$ cat src/rtl/sha256_round_ctrl.sv
// SHA-256 round controller: IDLE -> ROUNDS (64) -> DONE sequencing.
// Optional abort input enabled by SHA256_ROUND_CTRL_ABORT_EN.
module sha256_round_ctrl (
  input  logic        clk,
  input  logic        reset,
  input  logic        init,
  input  logic        next,
`ifdef SHA256_ROUND_CTRL_ABORT_EN
  input  logic        abort,
`endif
  output logic        ready,
  output logic        digest_valid,
  output logic        w_init,
  output logic        w_next,
  output logic        digest_init,
  output logic        state_init,
  output logic        state_update,
  output logic        digest_update,
  output logic [5:0]  t_idx,
  output logic [31:0] block_cnt
);

  typedef enum logic [1:0] {
    IDLE   = 2'd0,
    ROUNDS = 2'd1,
    DONE   = 2'd2
  } state_t;

  state_t state;
  state_t state_nxt;
  logic   abort_hit;

`ifdef SHA256_ROUND_CTRL_ABORT_EN
  assign abort_hit = abort & (state != IDLE);
`else
  assign abort_hit = 1'b0;
`endif

  always_ff @(posedge clk) begin
    if (reset) state <= IDLE;
    else       state <= state_nxt;
  end

  always_comb begin
    state_nxt = state;
    unique case (state)
      IDLE:    if (init | next) state_nxt = ROUNDS;
      ROUNDS:  if (t_idx == 6'd63) state_nxt = DONE;
      DONE:    state_nxt = IDLE;
      default: state_nxt = IDLE;
    endcase
    if (abort_hit) state_nxt = IDLE;
  end

  // Strobes are pure decodes; reset forces them low in the same cycle.
  always_comb begin
    ready         = reset | (state == IDLE);
    w_init        = 1'b0;
    w_next        = 1'b0;
    digest_init   = 1'b0;
    state_init    = 1'b0;
    state_update  = 1'b0;
    digest_update = 1'b0;
    if (!reset) begin
      unique case (state)
        IDLE: begin
          w_init      = init | next;
          state_init  = init | next;
          digest_init = init;
        end
        ROUNDS: begin
          w_next       = 1'b1;
          state_update = 1'b1;
        end
        DONE:    digest_update = ~abort_hit;
        default: ;
      endcase
    end
  end

  always_ff @(posedge clk) begin
    if (reset) begin
      t_idx        <= 6'd0;
      block_cnt    <= 32'd0;
      digest_valid <= 1'b0;
    end else begin
      unique case (state)
        IDLE: begin
          if (init | next) begin
            t_idx        <= 6'd0;
            digest_valid <= 1'b0;
          end
          if (init) block_cnt <= 32'd0;
        end
        ROUNDS: begin
          if (abort_hit) t_idx <= 6'd0;
          else           t_idx <= t_idx + 6'd1;
        end
        DONE: begin
          if (!abort_hit) begin
            digest_valid <= 1'b1;
            if (!(&block_cnt)) block_cnt <= block_cnt + 32'd1;
          end
        end
        default: t_idx <= 6'd0;
      endcase
    end
  end

endmodule

$ cat config.mk
export PLATFORM = sky130hd
export DESIGN_NAME = sha256_round_ctrl
export DESIGN_NICKNAME = d
export VERILOG_FILES = /design/src/rtl/sha256_round_ctrl.sv
export SDC_FILE = /design/constraint.sdc
export NUM_CORES = 1
export LEC_CHECK = 0
export ABC_AREA = 1
export ABC_CLOCK_PERIOD_IN_PS = 5500
export CORE_ASPECT_RATIO = 1.75
export CORE_MARGIN = 4
export CORE_UTILIZATION = 30
export DETAILED_ROUTE_END_ITERATION = 8
export MAX_ROUTING_LAYER = met4
export PLACE_DENSITY_LB_ADDON = 0.05
export REMOVE_ABC_BUFFERS = 1
export SYNTH_ARGS = -nofsm -noshare
export SYNTH_HDL_FRONTEND = slang
export SYNTH_SLANG_ARGS = --single-unit
$ cat constraint.sdc
create_clock -name clk -period 5.5 [get_ports clk]
set_clock_uncertainty 0.2 [all_clocks]
set_input_delay 0.55 -clock clk [delete_from_list [all_inputs] [get_ports clk]]
set_output_delay 0.55 -clock clk [all_outputs]
set_load 0.05 [all_outputs]
==> results of run 1 <==
## cells by family (layout without fill, tap and decap cells)
logic type / Yosys count / after routing
compound gates: 39 / 39
xor+xnor: 4 / 4
fa+ha+maj: 2 / 2
buf+inv: 52 / 100
flops: 41 / 41
mux: 1 / 1
simple gates: 295 / 295
## sequential cells by signal (all words and copies together), names as in the netlist
name and count:
digest_valid 1, t_idx 6, block_cnt 32, state 2
## cells in the mapped netlist, drive strengths merged
library cell  number
nor2              79
nand4              3
inv               40
nand3             50
nor3               4
xor2               2
a21boi             1
a22o               2
a21oi             25
buf                9
xnor2              2
o21ai              9
nor3b              1
dfxtp             41
nand3b             7
ha                 2
mux2i              1
nand2            143
o211ai             2
or2                8
clkbuf             3
## path summary, 6_finish.rpt
path	from	slack, ns	cells past startpoint	end
worst max-delay path	reset	1.99	6	w_next
worst min-delay path	digest_valid	0.32	2	digest_valid
worst max register to register	block_cnt[0]	3.16	9	block_cnt[1]
worst min register to register	digest_valid	0.32	2	digest_valid
## report_power, final
part           leakage, nW  total, mW  switching, mW  internal, mW
clock               0.0799      0.320          0.127         0.192
sequential           0.331      0.303        0.00343         0.300
combinational        0.795     0.0711         0.0522        0.0189
## worst min-delay path: cells and delay by family (launching register included)
family,cells,cell delay (ns)
AO/OA/AOI/OAI,1,0.07
AND/OR/NAND/NOR,1,0.08
flip-flops,1,0.34
## layer usage
metal  global-route usage (%)  wire length, µm  vias to the layer above
met2                     32.1             4750                       55
met4                     7.99              312                        0
met3                     2.60              221                       15
met5                        -                0                        -
li1                         -                -                     1479
met1                     19.1             3570                     1335
## final cells by class
class | instances | area, µm² | share of cell area [%]
flip-flops and latches | 41 | 821 | 23.6
inverters | 40 | 153 | 4.39
clock inverters | 1 | 5.00 | 0.144
well taps | 120 | 150 | 4.32
multi-input cells | 341 | 1680 | 48.4
repair buffers | 52 | 513 | 14.8
clock buffers | 7 | 153 | 4.39
==> metrics.md, run 1 <==
| Metric | Value |
|---|---|
| Result of the run | finished clean |
| Highest net fanout along the worst path | 30 |
| HPWL Detailed | 6.67 mm |
| Hold Worst Slack | roughly 0.32 ns |
| Portion of the clock cycle consumed by the worst path in the final layout | between 60 and 70% |
| Max-slew headroom at the worst pin | ~65% |
| Remaining DRCs | 0 |
| Cts bufs inserted | 5 |
| Horizontal die dimension | approximately 80 µm |
| Worst-case vdd ir drop | about 120 µV |
| Required @ worst endpoint | roughly 4.8 ns |
| Post-synthesis sequential area ratio | between 20% and 30% |
| Share of the synthesized netlist area taken by xor and xnor gates | 1.26% |
| Series of cell instances along the critical path | clkdlybuf4s50_1 -> buf_4 -> inv_1 -> nand2_1 -> inv_1 -> clkdlybuf4s50_1 |
| Pin count of the biggest net entering global routing | 31 |
| Clock transition time at the flip-flop clock pins of the worst setup and hold paths | 0.06 ns |
| Gate family responsible for the most delay along the worst path | buffers and inverters |
| Number of global-route vias before repair | roughly 2900 |
| Combinational family with the most area after synthesis | simple AND/OR/NAND/NOR gates |
| Worst Hold Class | reg -> reg |
| Buffers added on ports | 49 |
| Count of nets after finishing | approximately 500 |
| Area of placed instances | 3320 µm² |
| Area delta synth->final | 25.5% |
| DP Worst Slack | 1.98 ns |
| Total setup buffers inserted after CTS | 0 |
| Final RePlAce weighted congestion | about 0.87 |
| Detailed Routing Iterations Pass 1 | 5 |
| Total global routing overflow | 0 |
| Kind of capture point of the worst setup path | primary output |
| Iter 0 DRT Violations | 91 |
| Total count of max-transition violations in the final report | 0 |
| Starting Density | 30.7% |
| Number of top-level pins | 50 |
| Final count of negative-setup-slack endpoints | 0 |
| Final critical path time including I/O delays and setup | 3.51 ns |
| Post-route ant nets | 0 |
| Fraction of the mapped netlist area in compound gates | around 8.0% |
| RSZ-0062 raised after global routing | no |
| Later-pin clock latency in the skew report | around 0.29 ns |
| Final-layout fill cell count | slightly above 1000 |
| Cell area after synthesis | between 2000 and 3000 µm² |
| Delay contributed by the slowest stage of the critical path | between 0.8 and 0.9 ns |
| Share of synthesized cell area in full adder, half adder and majority cells | 0.903% |
| Netlist cell types | 37 |
| Largest area contributor in the synthesized netlist | sky130_fd_sc_hd__dfxtp_1 |
| Detailed-route wire length | slightly below 9 mm |
| Post-synthesis simple-gate area fraction | approximately half |
| GRT Resource Usage Total | between 15 and 20% |
| Sum of internal, switching and leakage power | around 0.7 mW |
| Mean instance size in the synthesized netlist | 6.38 µm² |
| Clock tree from TritonCTS | built |
| Buffer type at the clock tree root | sky130_fd_sc_hd__clkbuf_16 |
| TNS Setup | 0 ns |
| Final Instance Area | roughly 3500 µm² |
| Transition time at the pin with the least slew margin | 0.520 ns |
| CTS HTree Levels | 2 |
| Die Outline Area | about 11000 µm² |
| First-pass GRT wire length | 14.5 mm |
| Synthesized instance count | around 430 |
| Total clock sinks | 41 |
| Number of antenna violations at the first check in global routing | 0 |
| Area share of the largest cell type after synthesis | between 20% and 30% |
| Category of the worst setup path launch point | input port |
| Avg WL per Cell | roughly 15 µm |
| Highest Clock Rate | approximately 0.28 GHz |
| Layout cells sized above 1 | 10.6% |
| Via density per instance | approximately 4.8 |
| Leakage | around 1.2 nW |
| Via count of the routed design | approximately 2900 |
| Final worst slack | approximately 2.0 ns |
| Number of maximum-capacitance violations | 0 |
| Final Hold Viols | 0 |
| Post-cts gate resize count | 0 |
| Cts hold-fix bufs | 0 |
| Path type of the worst setup path | in -> out |
| # rows | 46 |
| Core area | about 9000 µm² |
| Final core area utilization | between 30% and 40% |
| Multiplexer fraction of the synthesized cell area | less than 1% |
| Most frequent cells in the layout | 136 x sky130_fd_sc_hd__nand2_1, 70 x sky130_fd_sc_hd__nor2_1, 49 x sky130_fd_sc_hd__clkdlybuf4s50_1, 41 x sky130_fd_sc_hd__dfxtp_1, 39 x sky130_fd_sc_hd__nand3_1 |
| Slowest cell on crit path | sky130_fd_sc_hd__clkdlybuf4s50_1 |
| Count of placed standard cells including taps | 594 |
| Vert. Die Dim | approximately 140 µm |
| Antenna diode instance count | 0 |
| Power per cell area | 200 nW/µm² |
| Maximum number of buffers from clock root to sink | 2 |
| Arrival time of the worst setup path | about 2.8 ns |
| Buffer and inverter count on the worst path | 5 |
| Leading cell type in the layout, fill and taps excluded | sky130_fd_sc_hd__nand2_1 |
| Most area-consuming cells after synthesis | sky130_fd_sc_hd__dfxtp_1 30%, sky130_fd_sc_hd__nand2_1 18%, sky130_fd_sc_hd__nor2_1 9.5% |
| Number of standard cells in the layout, taps in and fillers out | between 600 and 700 |
| YS warnings | 0 |
| Number of storage elements in the synthesis netlist | 41 |
Note: power is estimated with default switching activity, not from simulation.
==> run 2, diff against run 1 <==
--- a/config.mk
+++ b/config.mk
@@ -6,7 +6,7 @@
 export NUM_CORES = 1
 export LEC_CHECK = 0
 export ABC_AREA = 1
-export ABC_CLOCK_PERIOD_IN_PS = 5500
+export ABC_CLOCK_PERIOD_IN_PS = 2980
 export CORE_ASPECT_RATIO = 1.75
 export CORE_MARGIN = 4
 export CORE_UTILIZATION = 30
==> constraint.sdc (replaced) <==
create_clock -name clk -period 2.98 [get_ports clk]
set_clock_uncertainty 0.2 [all_clocks]
set_input_delay 0.298 -clock clk [delete_from_list [all_inputs] [get_ports clk]]
set_output_delay 0.298 -clock clk [all_outputs]
set_load 0.05 [all_outputs]
==> metrics.md, run 2 (synthesized netlist as in run 1, its figures left out) <==
| Metric | Value |
|---|---|
| Result of the run | finished clean |
| Met1 Track Usage GR | 18.0% |
| Iter 0 DRT Violations | ~130 |
| Total clock sinks | just over 40 |
| Highest net fanout along the worst path | 28 |
| Maximum number of buffers from clock root to sink | 2 |
| Path type of the worst setup path | reg -> reg |
| Post-route ant nets | 0 |
| CTS HTree Levels | 2 |
| Number of maximum-capacitance violations | 0 |
| Pin count of the biggest net entering global routing | 30 |
| Buffer and inverter count on the worst path | 1 |
| Series of cell instances along the critical path | ha_1 -> nand2_2 -> nor2_4 -> nand2_4 -> nor2_8 -> nand2_4 -> nand2_8 -> nand3_1 -> nand2_1 -> nand2_1 -> inv_1 |
| Layout cells sized above 1 | a little under an eighth |
| Vert. Die Dim | around 140 µm |
| Transition time at the pin with the least slew margin | a little over 0.5 ns |
| Portion of the clock cycle consumed by the worst path in the final layout | approximately 75% |
| Most frequent cells in the layout | 136 x sky130_fd_sc_hd__nand2_1, 70 x sky130_fd_sc_hd__nor2_1, 42 x sky130_fd_sc_hd__clkdlybuf4s50_1, 41 x sky130_fd_sc_hd__dfxtp_1, 39 x sky130_fd_sc_hd__nand3_1 |
| Worst-case vdd ir drop | 215 µV |
| Met2 demand-to-capacity share in global routing | approximately a third |
| RSZ-0062 raised after global routing | no |
| Count of placed standard cells including taps | roughly 600 |
| Gate family responsible for the most delay along the worst path | simple AND/OR/NAND/NOR gates |
| DP Worst Slack | between 0.7 and 0.8 ns |
| Total global routing overflow | 0 |
| Cts hold-fix bufs | 0 |
| Worst reg-to-reg path cell count | 11 |
| Final count of negative-setup-slack endpoints | 0 |
| TNS Setup | 0 ns |
| HPWL Detailed | 6.82 mm |
| Area delta synth->final | 27.3% |
| Via density per instance | between 4 and 5 |
| Top Registers | block_cnt x32, t_idx x6, state x2 |
| Total stage count of the critical path | 11 |
| Via count of the routed design | between 2000 and 3000 |
| Clock transition time at the flip-flop clock pins of the worst setup and hold paths | approximately 0.060 ns |
| Core area | between 9000 and 10000 µm² |
| Slowest cell on crit path | sky130_fd_sc_hd__dfxtp_1 |
| Number of global-route vias before repair | between 2000 and 3000 |
| Buffer type at the clock tree root | sky130_fd_sc_hd__clkbuf_16 |
| Buffers added on ports | just under 50 |
| Post-cts gate resize count | 0 |
| Leading cell type in the layout, fill and taps excluded | sky130_fd_sc_hd__nand2_1 |
| Power per cell area | roughly 350 nW/µm² |
| Busiest metal layer after global routing | met2 |
| Clock tree from TritonCTS | built |
| Number of antenna violations at the first check in global routing | 0 |
| Final critical path time including I/O delays and setup | between 2 and 2.5 ns |
| Count of nets after finishing | 489 |
| Avg WL per Cell | roughly 15 µm |
| Arrival time of the worst setup path | approximately 2.3 ns |
| Final RePlAce weighted congestion | about 0.87 |
| Final core area utilization | between 30% and 40% |
| Max-slew headroom at the worst pin | between 60 and 70% |
| # rows | between 40 and 50 |
| Largest register FFs | 32 |
| Met3 usage | between 2 and 3% |
| Kind of capture point of the worst setup path | flop |
| Later-pin clock latency in the skew report | between 0.2 and 0.3 ns |
| Total count of max-transition violations in the final report | 0 |
| Total setup buffers inserted after CTS | 0 |
| Register containing the most flip-flops in the final layout | block_cnt |
| Hold Path Stages | 2 |
| Detailed Routing Iterations Pass 1 | 4 |
| Leakage | approximately 1.2 nW |
| Final worst slack | about 0.74 ns |
| Die Outline Area | 10900 µm² |
| Highest Clock Rate | about 0.45 GHz |
| Delay contributed by the slowest stage of the critical path | about 0.48 ns |
| Cts bufs inserted | 5 |
| Remaining DRCs | 0 |
| Number of top-level pins | 50 |
| Horizontal die dimension | ~80 µm |
| Required @ worst endpoint | ~3 ns |
| Number of standard cells in the layout, taps in and fillers out | a little over 600 |
| First-pass GRT wire length | around 14 mm |
| Category of the worst setup path launch point | flop |
| Detailed-route wire length | approximately 9 mm |
| Worst Hold Class | reg -> reg |
| GRT Resource Usage Total | between 15 and 20% |
| Final Hold Viols | 0 |
| Starting Density | a little under a third |
| Antenna diode instance count | 0 |
-- run 2: changes by cell type in the layout (fill, tap and decap cells not counted) --
| cell | before | now |
|---|---|---|
| sky130_fd_sc_hd__clkdlybuf4s50_1 | 49 | 42 |
| sky130_fd_sc_hd__buf_4 | 3 | 6 |
| sky130_fd_sc_hd__clkbuf_8 | 2 | 0 |
| sky130_fd_sc_hd__clkbuf_1 | 0 | 3 |
| sky130_fd_sc_hd__clkinv_2 | 1 | 0 |
| sky130_fd_sc_hd__buf_12 | 0 | 6 |
-- run 2: path summary, 6_finish.rpt --
kind                 from             to  slack [ns]
min          digest_valid   digest_valid        0.30
max reg2reg  block_cnt[0]  block_cnt[15]        0.74
max          block_cnt[0]  block_cnt[15]        0.74
min reg2reg  digest_valid   digest_valid        0.30
-- run 2: per-layer routing --
| layer | routed length [µm] | vias up |
|---|---|---|
| li1 | - | 1475 |
| met1 | 3310 | 1326 |
| met2 | 5070 | 80 |
| met3 | 356 | 11 |
| met4 | 233 | 0 |
| met5 | 0 | - |
-- run 2: final cells by class --
| type | instances | area [µm²] |
|---|---|---|
| clock buffer | 8 | 136 |
| timing repair buffer | 54 | 586 |
| fill | 1022 | 5510 |
| sequential | 41 | 821 |
| tap | 120 | 150 |
| inverter | 40 | 153 |
| multi-input combinational | 341 | 1680 |
-- run 2: stage by stage --
step / area [µm²] / hold slack, ns / power, mW
after floorplan: 2660 / 0.160 / 0.650
after global placement: 3390 / 0.298 / 0.721
after detailed placement: 3390 / 0.293 / 0.721
after CTS: 3530 / 0.306 / 1.27
after global routing: 3530 / 0.332 / 1.29
final: 3530 / 0.301 / 1.25
-- run 2: report_power, final --
part / leakage (nW) / switching [mW] / total [mW] / internal [mW]
Sequential: 0.331 / 0.00597 / 0.559 / 0.553
Clock: 0.0652 / 0.230 / 0.542 / 0.312
Combinational: 0.839 / 0.101 / 0.147 / 0.0468
-- run 2: worst register-to-register path, delay by kind of cell (launching register included) --
| kind | cells | cell delay (ns) |
|---|---|---|
| AND/OR/NAND/NOR | 9 | 1.21 |
| flip-flops | 1 | 0.48 |
| adder cells (fa/ha/maj) | 1 | 0.28 |
| buffers and inverters | 1 | 0.04 |
